**config.mk**
```make
export PLATFORM = sky130hd
export DESIGN_NAME = serial_add_ctrl
export DESIGN_NICKNAME = d
export VERILOG_FILES = /design/src/rtl/serial_add_ctrl_pkg.sv /design/src/rtl/full_adder.sv /design/src/rtl/serial_add_ctrl.sv
export SDC_FILE = /design/constraint.sdc
export NUM_CORES = 1
export LEC_CHECK = 0
export BUFFER_PORTS_ARGS = -buffer_cell sky130_fd_sc_hd__buf_2
export CORE_UTILIZATION = 56
export DETAILED_ROUTE_END_ITERATION = 7
export MAX_ROUTING_LAYER = met4
export PLACE_DENSITY = 0.82
export SKIP_CTS_REPAIR_TIMING = 1
export SYNTH_ARGS = -nofsm -noshare
export SYNTH_HDL_FRONTEND = slang
export SYNTH_SLANG_ARGS = --single-unit
```
**constraint.sdc**
```tcl
create_clock -name clk -period 2.1 [get_ports clk]
set_input_delay 0.21 -clock clk [delete_from_list [all_inputs] [get_ports clk]]
set_output_delay 0.21 -clock clk [all_outputs]
set_load 0.02 [all_outputs]
```
**src/rtl/serial_add_ctrl_pkg.sv**
```systemverilog
`default_nettype none
// ============================================================================
// Module   : serial_add_ctrl_pkg
// Brief    : Shared state encoding and op-select constants for the bit-serial
//            add/subtract sequencer.
// Revision : 1.0  initial release
// ============================================================================
package serial_add_ctrl_pkg;

    // Sequencer states
    typedef enum logic [1:0] {
        ST_IDLE = 2'd0,
        ST_RUN  = 2'd1,
        ST_DONE = 2'd2
    } state_t;

    // Values of the sub input
    localparam logic OP_ADD = 1'b0;
    localparam logic OP_SUB = 1'b1;

endpackage : serial_add_ctrl_pkg
`default_nettype wire

```
**src/rtl/full_adder.sv**
```systemverilog
`default_nettype none
// ============================================================================
// Module   : full_adder
// Brief    : Single-bit full adder cell shared by the serial sequencer.
// Revision : 1.0  initial release
// ============================================================================
module full_adder (
    input  logic inbit_0,
    input  logic inbit_1,
    input  logic carry_in,
    output logic outbit_0,
    output logic carry_out
);

    // Sum and carry of three input bits
    always_comb begin
        outbit_0  = inbit_0 ^ inbit_1 ^ carry_in;
        carry_out = (inbit_0 & inbit_1) | (carry_in & (inbit_0 ^ inbit_1));
    end

endmodule : full_adder
`default_nettype wire

```
**src/rtl/serial_add_ctrl.sv**
```systemverilog
`default_nettype none
// ============================================================================
// Module   : serial_add_ctrl
// Brief    : Bit-serial add/subtract sequencer. Steps one full_adder cell
//            LSB-first for WIDTH cycles, recirculating the carry, and returns
//            result, carry and signed overflow with a one-cycle done pulse.
// Revision : 1.0  initial release
// ============================================================================
module serial_add_ctrl
    import serial_add_ctrl_pkg::*;
#(
    parameter int WIDTH = 8
) (
    input  logic             clk,
    input  logic             rst_n,
    input  logic             start,
    input  logic             sub,
    input  logic [WIDTH-1:0] op_a,
    input  logic [WIDTH-1:0] op_b,
    output logic             ready,
    output logic             busy,
    output logic             done,
    output logic [WIDTH-1:0] result,
    output logic             carry_out,
    output logic             overflow
);

    localparam int                 c_cnt_w    = (WIDTH > 1) ? $clog2(WIDTH) : 1;
    localparam logic [c_cnt_w-1:0] c_last_bit = c_cnt_w'(WIDTH - 1);

    state_t             r_state;
    state_t             w_next_state;
    logic [WIDTH-1:0]   r_sh_a;
    logic [WIDTH-1:0]   r_sh_b;
    logic [WIDTH-1:0]   r_result;
    logic               r_carry;
    logic               r_carry_out;
    logic               r_overflow;
    logic [c_cnt_w-1:0] r_cnt;
    logic               w_accept;
    logic               w_last;
    logic               w_fa_sum;
    logic               w_fa_carry;

    assign w_accept  = ready & start;
    assign w_last    = (r_cnt == c_last_bit);
    assign result    = r_result;
    assign carry_out = r_carry_out;
    assign overflow  = r_overflow;

    // The one shared adder cell, fed from the LSBs of the shift registers
    full_adder u_full_adder (
        .inbit_0   (r_sh_a[0]),
        .inbit_1   (r_sh_b[0]),
        .carry_in  (r_carry),
        .outbit_0  (w_fa_sum),
        .carry_out (w_fa_carry)
    );

    // State register; an async reset mid-RUN drops back to IDLE with no done
    always_ff @(posedge clk or negedge rst_n) begin
        if (!rst_n) begin
            r_state <= ST_IDLE;
        end else begin
            r_state <= w_next_state;
        end
    end

    // Next-state and status decode; DONE also accepts so ops can run back-to-back
    always_comb begin
        w_next_state = r_state;
        ready        = 1'b0;
        busy         = 1'b0;
        done         = 1'b0;
        case (r_state)
            ST_IDLE: begin
                ready = 1'b1;
                if (start) w_next_state = ST_RUN;
            end
            ST_RUN: begin
                busy = 1'b1;
                if (w_last) w_next_state = ST_DONE;
            end
            ST_DONE: begin
                ready        = 1'b1;
                done         = 1'b1;
                w_next_state = start ? ST_RUN : ST_IDLE;
            end
            default: begin
                w_next_state = ST_IDLE;
            end
        endcase
    end

    // Operand load on accept, then one bit per RUN cycle; subtract is a + ~b + 1
    always_ff @(posedge clk or negedge rst_n) begin
        if (!rst_n) begin
            r_sh_a      <= '0;
            r_sh_b      <= '0;
            r_result    <= '0;
            r_carry     <= 1'b0;
            r_carry_out <= 1'b0;
            r_overflow  <= 1'b0;
            r_cnt       <= '0;
        end else if (w_accept) begin
            r_sh_a      <= op_a;
            r_sh_b      <= (sub == OP_SUB) ? ~op_b : op_b;
            r_carry     <= (sub == OP_SUB);
            r_result    <= '0;
            r_carry_out <= 1'b0;
            r_overflow  <= 1'b0;
            r_cnt       <= '0;
        end else if (r_state == ST_RUN) begin
            r_result <= {w_fa_sum, r_result[WIDTH-1:1]};
            r_sh_a   <= r_sh_a >> 1;
            r_sh_b   <= r_sh_b >> 1;
            r_carry  <= w_fa_carry;
            r_cnt    <= r_cnt + 1'b1;
            if (w_last) begin
                // r_carry here is the carry into the MSB position
                r_carry_out <= w_fa_carry;
                r_overflow  <= r_carry ^ w_fa_carry;
            end
        end
    end

endmodule : serial_add_ctrl
`default_nettype wire

```
After elaboration in Yosys (flattened, before gate mapping)
Index checks and enable logic that the tools add are counted.

Register bits: 32. Bits in latches: 0. Bits in writable memories: 0. ROM bits: 0. Input bits: 20. Output and inout port bits: 13. Word-level logic and storage cells: 52. Memories kept: 0.

$add $sub $neg: 1. Multiply operators: 0. Divide/modulo/power cells: 0. $lt $le $gt $ge: 0. Eq/ne operators: 5. Shift operators: 0. Muxes and demuxes: 24. Bitwise operators: 8. Reduce and logical (&&, ||, !) cells: 6.

Operators with widths (count): 2-to-1 mux 8 bit (7); 2-to-1 mux 1 bit (12); NOT 8 bit (1); 2-to-1 mux 3 bit (2); one-hot mux 2 bit (3 select lines) (1); 2-to-1 mux 2 bit (2); != test 2 bit, second input constant (2); AND reduction 2 bit (2); nonzero test 2 bit (2); adder 3 x 1 -> 3 bit, second input constant (1); bitwise AND 1 bit (3); == test 3 bit, second input constant (1); bitwise XOR 1 bit (3); == test 2 x 1 -> 1 bit, second input constant (1); == test 2 bit, second input constant (1); zero test 2 bit (1); OR reduction 2 bit (1); OR 1 bit (1).

Logic depth before layout (Yosys ltp)
Gate-level depths: netlist of run 1.

Depth in word-level cells: 7. Mapped depth: 5. Depth with buffers taken out: 5.

Hierarchy
A second synthesis of run 1 with hierarchy kept.

Cells, all modules: 116. Area total of the unflattened synthesis: 1448.9 µm².

By module, submodules not included: serial_add_ctrl (times used 1, cells each 115, area an instance 1428.9 µm², seq. area each 800.8 µm²); full_adder (times used 1, cells each 1, area an instance 20.0 µm², seq. area each 0.0 µm²).

Least setup slack after synthesis of run 1
Ideal clock, no wire load.

Path type: register -> register. Start point: register r_carry. End point: register r_carry. Arrival time: 1.219 ns. Data required time: 1.982 ns. Slack: 0.763 ns. Stages on the path, launching flop included: 4. Clock period less this slack: 1.337 ns. Path through: dfrtp_1 > fa_1 > a22o_1 > a21o_1.

Word-level cells in the longest chain between the ends: 4.

Ends and longest elaborated chain: start: declaration (RTL line serial_add_ctrl.sv:36) `logic r_carry;`; start signal: assignment (RTL line serial_add_ctrl.sv:108) `r_carry <= (sub == OP_SUB);`; start signal: assignment (RTL line serial_add_ctrl.sv:117) `r_carry <= w_fa_carry;`; bitwise AND 1 bit (RTL line full_adder.sv:18) `carry_out = (inbit_0 & inbit_1) | (carry_in & (inbit_0 ^ inbit_1));`; OR 1 bit (RTL line full_adder.sv:18); 2-to-1 mux 1 bit (RTL line serial_add_ctrl.sv:113) `end else if (r_state == ST_RUN) begin`; 2-to-1 mux 1 bit (RTL line serial_add_ctrl.sv:105) `end else if (w_accept) begin`.

Every way passes these cells. The select of a mux whose other input is x is not followed. A chain may end at the register's enable or synchronous reset.

Worst setup path in the final report of run 1
Start point: register r_state[1]. End point: output busy.

Word-level cells in the longest chain between the ends: 2.

Ends and longest elaborated chain: start: declaration (RTL line serial_add_ctrl.sv:31) `state_t r_state;`; start signal: assignment (RTL line serial_add_ctrl.sv:65) `r_state <= w_next_state;`; == test 2 x 1 -> 1 bit (RTL line serial_add_ctrl.sv:75) `case (r_state)`; 2-to-1 mux 1 bit (RTL line serial_add_ctrl.sv:75); end: declaration (RTL line serial_add_ctrl.sv:21) `output logic busy,`.

Every way passes these cells.

==> impl_metrics.json, run 1 <==
{
  "status": "finished, final reports clean",
  "track_usage": 0.216,
  "placed_cell_area_sq_um": 1580,
  "cp.required_ns": 1.89,
  "netlist_instances": 115,
  "path_cells": "and2b_4, buf_2",
  "fin_crit_sh": 0.813,
  "report.final.hold_viol_count": 0,
  "critPathMaxStageDelay_ns": 0.51,
  "rsz0062_at_grt": "false",
  "critPathLaunch": "r_state[1]",
  "syn-num-nets": 138,
  "yosysTopAreaCellShare": 0.548,
  "wire_per_inst_um": 14.0,
  "slew_viol_final": 0,
  "max_freq_mhz": 586,
  "clk_pin_slew_ns": 0.09,
  "cts_num_sinks": 32,
  "totalWireLength_mm": 2.48,
  "cts-root-buf": "clkbuf_4",
  "p_switching_w": 0.000938,
  "htree_levels": 2,
  "synth_commonest_cells": "32 x dfrtp_1, 18 x a22o_1, 7 x a21o_1",
  "numCtsBuffers": 5,
  "vdd_drop_max_v": 0.000959,
  "cp-start-kind": "flip-flop",
  "fin_hold_ws_ns": 0.0963,
  "gp_congestion": 0.662,
  "slew_headroom": 0.551,
  "grt_overflow": 0,
  "grt_pass1_wl_mm": 4.01,
  "period_minus_slack_ns": 1.71,
  "critPathSlowestCell": "and2b_4",
  "die_w_um": 53.1,
  "drive_gt1_frac": 0.293,
  "die-height_um": 53.1,
  "synth-edff-count": 0,
  "synthFlopType": "dfrtp_1",
  "ios": 33,
  "worstHoldStart": "op_a[6]",
  "first_iter_violations": 10,
  "antenna_found_initial": 0,
  "yosysWarnings": 0,
  "finalInstanceArea_sq_um": 1660,
  "detailroute.via_count": 994,
  "power_density_nw_per_um2": 1520,
  "cp.arrival_ns": 1.50,
  "start_util": 0.589,
  "first_pass_iters": 4,
  "fp-row-count": 18,
  "min_path_type": "in2reg",
  "cts_tree": "built",
  "clkPwrFrac": 0.154,
  "coreArea_sq_um": 2480,
  "critPathKind": "reg2out",
  "nets": 170,
  "comb_power_share": 0.427,
  "synthArstFlopShare": 1.00,
  "worst_pin_slew_ns": 0.673,
  "antenna_cells": 0,
  "cp-end-kind": "output pin",
  "regArea_sq_um": 801,
  "clk_latency_ns": 0.33,
  "finClkSkew_ns": 0.00881,
  "remaining_drc_errors": 0,
  "setup_viol": 0,
  "synth.area.top_cells": "dfrtp_1 55%, a22o_1 11%, a21o_1 3.6%",
  "synth.yosys.seq_area_share": 0.548,
  "ant_nets": 0,
  "reg2reg_from": "r_state[1]",
  "multi_input_area_sq_um": 574,
  "yosysTopAreaCell": "dfrtp_1",
  "grt_max_degree": 33,
  "viasPerCell": 5.62,
  "cts_buffer_depth": 2,
  "synth_area_per_cell_sq_um": 12.7,
  "synth_most_common_cell": "dfrtp_1",
  "ys_types": 28,
  "p_int_w": 0.00158,
  "synth-seq-cells": 32,
  "r2r_slack_ns": 0.56,
  "fillerInstances": 201,
  "seqPwrFrac": 0.419,
  "dieArea_sq_um": 2820,
  "grt_pass1_vias": 950,
  "p_leak_nw": 0.873,
  "maxCapViolCount": 0,
  "io_buffer_count": 32,
  "cp_max_fo": 30,
  "swShare": 0.372,
  "finalSetupTns_ns": 0,
  "syn-cell-area_sq_um": 1460,
  "syn_to_final_growth_pct": 13.4
}
-- power by group through the flow --
stage                     sequential, W  clock, W  combinational, W
after floorplan                 0.00112         0          0.000882
after global placement          0.00105         0           0.00105
after detailed placement        0.00107         0           0.00109
after CTS                       0.00106  0.000401           0.00109
after global routing            0.00109  0.000427           0.00120
final                           0.00106  0.000388           0.00107
-- kinds of logic (layout without fill, tap and decap cells) --
family / Yosys count / in the layout / synth area share
buffers and inverters: 10 / 42 / 0.0583
XOR/XNOR: 9 / 9 / 0.0540
adder cells (fa/ha/maj): 3 / 3 / 0.0308
flip-flops: 32 / 32 / 0.548
AO/OA/AOI/OAI: 37 / 37 / 0.199
AND/OR/NAND/NOR: 18 / 18 / 0.0677
multiplexers: 6 / 6 / 0.0420
-- flip-flops by register name, indices dropped and copies added, names as in the netlist --
| name | cells |
|---|---|
| carry_out | 1 |
| overflow | 1 |
| r_carry | 1 |
| r_cnt | 3 |
| r_sh_a | 8 |
| r_sh_b | 8 |
| r_state | 2 |
| result | 8 |
-- layout by cell type, fill, tap and decap left out, drive strengths merged, types with 2 or more instances in the layout --
cell type / count
a21o: 7
a221o: 3
a22o: 18
and2b: 2
buf: 32
clkbuf: 7
dfrtp: 32
ha: 2
inv: 2
mux2i: 5
nand2: 6
nand3: 2
nor2: 5
o21ai: 6
xnor2: 5
xor2: 4
-- metrics by stage --
| stage | cells | util | setup slack [ns] | total power, W |
|---|---|---|---|---|
| floorplan | 115 | - | 0.763 | 0.00200 |
| global placement | 169 | 0.638 | 0.616 | 0.00210 |
| detailed placement | 169 | 0.638 | 0.565 | 0.00216 |
| CTS | 176 | 0.664 | 0.378 | 0.00255 |
| global route | 177 | 0.668 | 0.305 | 0.00272 |
| finish | 177 | 0.668 | 0.393 | 0.00252 |
-- cell type report --
type                            instances  area share
Clock buffer                            7      0.0393
Inverter                                2     0.00454
Multi-Input combinational cell         73       0.347
Sequential cell                        32       0.484
Tap cell                               30      0.0227
Timing Repair Buffer                   33       0.103
-- worst max-delay path, delay by kind of cell, from the launching register on --
| kind | cells | cell delay (ns) |
|---|---|---|
| and+or+nand+nor | 1 | 0.51 |
| DFF | 1 | 0.41 |
| buffers and inverters | 1 | 0.24 |
-- path summary, 6_finish.rpt --
| check | endpoint | cells past startpoint |
|---|---|---|
| setup / recovery | busy | 2 |
| hold reg to reg | r_sh_a[3] | 1 |
| setup reg to reg | r_sh_b[5] | 3 |
| min in group asynchronous | result[1] | 2 |
| max in group asynchronous | r_carry | 2 |
| hold / removal | r_sh_a[6] | 3 |
-- routing by layer --
layer | track usage | share of wire
met5 | - | 0
met1 | 0.247 | 0.47
met2 | 0.329 | 0.47
met4 | 0.145 | 0.019
met3 | 0.0603 | 0.046
(Power assumes the default switching activity.)
==> run 2: changes to the inputs <==
--- a/config.mk
+++ b/config.mk
@@ -6,10 +6,10 @@
 export NUM_CORES = 1
 export LEC_CHECK = 0
 export BUFFER_PORTS_ARGS = -buffer_cell sky130_fd_sc_hd__buf_2
-export CORE_UTILIZATION = 56
+export CORE_UTILIZATION = 52
 export DETAILED_ROUTE_END_ITERATION = 7
 export MAX_ROUTING_LAYER = met4
-export PLACE_DENSITY = 0.82
+export PLACE_DENSITY = 0.77
 export SKIP_CTS_REPAIR_TIMING = 1
 export SYNTH_ARGS = -nofsm -noshare
 export SYNTH_HDL_FRONTEND = slang
==> constraint.sdc (replaced) <==
create_clock -name clk -period 1.7 [get_ports clk]
set_input_delay 0.17 -clock clk [delete_from_list [all_inputs] [get_ports clk]]
set_output_delay 0.17 -clock clk [all_outputs]
set_load 0.02 [all_outputs]
==> impl_metrics.json, run 2 (synthesis results as in run 1) <==
{
  "power_density_nw_per_um2": 1890,
  "crit_cells": 3,
  "grt_pass1_vias": 994,
  "first_iter_violations": 10,
  "fp-row-count": 18,
  "p_switching_w": 0.00120,
  "slew_viol_final": 0,
  "clk_latency_ns": 0.32,
  "cp-start-kind": "flip-flop",
  "dieArea_sq_um": 3020,
  "maxCapViolCount": 0,
  "cp.required_ns": 1.53,
  "antenna_found_initial": 0,
  "rsz0062_at_grt": "false",
  "p_leak_nw": 0.906,
  "worst_pin_slew_ns": 0.708,
  "report.final.hold_viol_count": 0,
  "ant_nets": 0,
  "cts_tree": "built",
  "cp_top_family": "flip-flops",
  "critPathSlowestCell": "dfrtp_1",
  "layout_common_cells": "32 x dfrtp_1, 32 x buf_2, 18 x a22o_1",
  "start_util": 0.569,
  "cts_buffer_depth": 2,
  "numCtsBuffers": 5,
  "totalWireLength_mm": 2.63,
  "grt_max_degree": 33,
  "critPathKind": "reg2out",
  "grt_pass1_wl_mm": 4.09,
  "drive_gt1_frac": 0.323,
  "clkPwrFrac": 0.140,
  "min_path_type": "in2reg",
  "cp-end-kind": "output pin",
  "remaining_drc_errors": 0,
  "gp_congestion": 0.688,
  "cts_num_sinks": 32,
  "antenna_cells": 0,
  "fin_hold_ws_ns": 0.0510,
  "cp.arrival_ns": 1.43,
  "fin_crit_sh": 0.940,
  "ios": 33,
  "cp_max_fo": 11,
  "seqPwrFrac": 0.409,
  "rr_worst_depth": 4,
  "syn_to_final_growth_pct": 16.7,
  "htree_levels": 2,
  "status": "finished, final reports clean",
  "finalSetupTns_ns": 0,
  "detailroute.via_count": 1008,
  "viasPerCell": 5.45,
  "vdd_drop_max_v": 0.00135,
  "hpwl_mm": 1.81,
  "nets": 177,
  "period_minus_slack_ns": 1.60,
  "die-height_um": 55.0,
  "critPathMaxStageDelay_ns": 0.42,
  "cts-root-buf": "clkbuf_4",
  "cp.buffers_inverters": 2,
  "finClkSkew_ns": 0.00778,
  "comb_power_share": 0.451,
  "clk_pin_slew_ns": 0.10,
  "whs_path_depth": 3,
  "io_buffer_count": 32,
  "die_w_um": 55.0,
  "swShare": 0.375,
  "p_int_w": 0.00201,
  "first_pass_iters": 4,
  "setup_viol": 0,
  "wire_per_inst_um": 14.2,
  "slew_headroom": 0.528,
  "track_usage": 0.208,
  "grt_overflow": 0,
  "path_cells": "and2b_4, buf_4, buf_2",
  "max_freq_mhz": 626,
  "coreArea_sq_um": 2570
}
==> run 2: cell types whose count changed in the layout (fill, tap and decap cells not counted) <==
cell	change
buf_4	+6
and2b_1	+1
clkbuf_8	-1
clkinv_2	+2
==> run 2: per-stage QoR <==
step,instance area [sq um],util,setup WS (ns),instances,power (W)
finish,1700,0.664,0.102,185,0.00321
global route,1700,0.664,0.0193,185,0.00346
CTS,1660,0.645,-0.0663,179,0.00315
detailed placement,1600,0.621,0.267,171,0.00270
global placement,1600,0.621,0.308,171,0.00263
floorplan,1460,-,0.363,115,0.00247
==> run 2: path summary, 6_finish.rpt <==
path,from,endpoint,slack [ns]
max in group asynchronous,rst_n,r_sh_a[0],0.83
min reg2reg,r_sh_a[5],r_sh_a[5],0.49
max,r_state[1],busy,0.10
min,op_a[6],r_sh_a[6],0.05
min in group asynchronous,rst_n,r_cnt[2],0.42
max reg2reg,r_state[0],r_cnt[0],0.18
==> run 2: layer usage <==
layer	track usage	vias up	wire, um
li1	-	494	-
met1	0.218	481	1170
met2	0.355	27	1310
met3	0.0574	6	102
met4	0.108	0	48
met5	-	-	0
==> run 2: final cells by class <==
class | count | area, sq um
clock buffers | 6 | 51.3
well taps | 30 | 37.5
clock inverters | 2 | 10.0
fillers | 216 | 863
inverters | 2 | 7.51
multi-input cells | 74 | 582
repair buffers | 39 | 215
flip-flops and latches | 32 | 801
==> run 2: worst register-to-register path, delay by kind of cell, from the launching register on <==
kind                   cells  cell delay [ns]
flip-flops                 1             0.45
AND/OR/NAND/NOR            2             0.62
multiplexers               1             0.24
buffers and inverters      1             0.15
==> run 2: power by group through the flow <==
stage / sequential (W) / combinational, W / clock (W)
after global placement: 0.00130 / 0.00132 / 0
after floorplan: 0.00138 / 0.00109 / 0
after detailed placement: 0.00132 / 0.00138 / 0
final: 0.00131 / 0.00145 / 0.000449
after CTS: 0.00131 / 0.00138 / 0.000462
after global routing: 0.00136 / 0.00162 / 0.000490
==> run 3: changes to the inputs <==
==> constraint.sdc (replaced) <==
create_clock -name clk -period 1.7 [get_ports clk]
set_input_delay 0.34 -clock clk [delete_from_list [all_inputs] [get_ports clk]]
set_output_delay 0.34 -clock clk [all_outputs]
set_load 0.02 [all_outputs]
==> impl_metrics.json, run 3 (synthesis results as in run 1) <==
{
  "total_power_w": 0.00336,
  "antenna_cells": 0,
  "max_freq_mhz": 638,
  "coreArea_sq_um": 2570,
  "hpwl_mm": 1.68,
  "rr_worst_depth": 4,
  "status": "finished, final reports clean",
  "maxCapViolCount": 0,
  "path_cells": "and2b_4, buf_4, nor2_4, a221o_1",
  "grt_pass1_wl_mm": 4.02,
  "cts-root-buf": "clkbuf_4",
  "viasPerCell": 5.58,
  "r2r_slack_ns": 0.13,
  "detailroute.via_count": 1004,
  "critPathMaxStageDelay_ns": 0.45,
  "clk_pin_slew_ns": 0.10,
  "critPathSlowestCell": "dfrtp_1",
  "grt_pass1_vias": 904,
  "rsz0062_at_grt": "false",
  "fillerInstances": 220,
  "cp.required_ns": 1.97,
  "numCtsBuffers": 5,
  "grt_max_degree": 33,
  "first_pass_iters": 4,
  "cts_num_sinks": 32,
  "slew_viol_final": 0,
  "totalWireLength_mm": 2.60,
  "finClkSkew_ns": 0.00983,
  "critPathKind": "reg2reg",
  "rr_endpoint": "r_sh_b[5]",
  "layout_common_cells": "32 x dfrtp_1, 32 x buf_2, 18 x a22o_1",
  "cp_max_fo": 22,
  "period_minus_slack_ns": 1.57,
  "fin_hold_ws_ns": 0.0336,
  "die_w_um": 55.0,
  "cts_buffer_depth": 2,
  "remaining_drc_errors": 0,
  "gp_congestion": 0.659,
  "ant_nets": 0,
  "ios": 33,
  "track_usage": 0.204,
  "setup_viol": 0,
  "p_leak_nw": 0.896,
  "clk_latency_ns": 0.34,
  "htree_levels": 2,
  "power_density_nw_per_um2": 1980,
  "io_buffer_count": 32,
  "cp-end-kind": "flip-flop",
  "regArea_sq_um": 801,
  "syn_to_final_growth_pct": 16.3,
  "drive_gt1_frac": 0.307,
  "cp.buffers_inverters": 1,
  "cp.arrival_ns": 1.84,
  "min_path_type": "in2async",
  "report.final.hold_viol_count": 0,
  "antenna_found_initial": 0,
  "fp-row-count": 18,
  "cts_tree": "built",
  "grt_overflow": 0,
  "worst_pin_slew_ns": 0.689,
  "vdd_drop_max_v": 0.00129,
  "start_util": 0.569,
  "reg2reg_from": "r_state[0]",
  "wire_per_inst_um": 14.5,
  "slew_headroom": 0.541,
  "die-height_um": 55.0,
  "cp_top_family": "simple AND/OR/NAND/NOR gates",
  "first_iter_violations": 18,
  "fin_crit_sh": 0.922,
  "dieArea_sq_um": 3020,
  "multi_input_area_sq_um": 582,
  "nets": 172,
  "cp-start-kind": "flip-flop"
}
run 3: changes by cell type in the layout (fill, tap and decap cells not counted), sizes merged:
cell,delta
clkinv,-2
buf,-4
bufinv,+1
clkbuf,+1
dlygate4sd3,-1
run 3: where the power goes:
| group | switching, W | internal [W] | total [W] |
|---|---|---|---|
| Clock | 0.000266 | 0.000390 | 0.000657 |
| Combinational | 0.000727 | 0.000668 | 0.00140 |
| Sequential | 0.000214 | 0.00109 | 0.00130 |
run 3: final cells by class:
| cell class | instances | area share |
|---|---|---|
| clock buffer | 7 | 0.0383 |
| clock inverter | 1 | 0.0177 |
| inverter | 2 | 0.00442 |
| multi-input combinational | 74 | 0.343 |
| sequential | 32 | 0.472 |
| tap | 30 | 0.0221 |
| timing repair buffer | 34 | 0.103 |
run 3: layer usage:
layer	wire, um	up-vias	GRT usage
met2	1210	24	0.317
met3	128	2	0.0902
li1	-	483	-
met4	21	0	0.0625
met1	1250	495	0.236
met5	0	-	-
run 3: worst max path at each step:
stage	start	to	cells after the start
final	r_state[0]	r_sh_b[5]	4
after global routing	r_state[0]	r_sh_b[5]	4
after CTS	r_state[1]	busy	2
after detailed placement	r_state[0]	r_sh_b[4]	3
after global placement	r_state[0]	r_sh_b[6]	3
after floorplan	r_carry	r_carry	3
run 3: through the flow:
stage | instance area (sq um) | setup TNS (ns) | util | cells | worst slack, ns
finish | 1700 | 0 | 0.661 | 180 | 0.133
global route | 1700 | 0 | 0.661 | 180 | 0.0544
CTS | 1680 | -0.0563 | 0.655 | 178 | -0.0563
detailed placement | 1590 | 0 | 0.618 | 170 | 0.237
global placement | 1590 | 0 | 0.618 | 170 | 0.292
floorplan | 1460 | 0 | - | 115 | 0.363
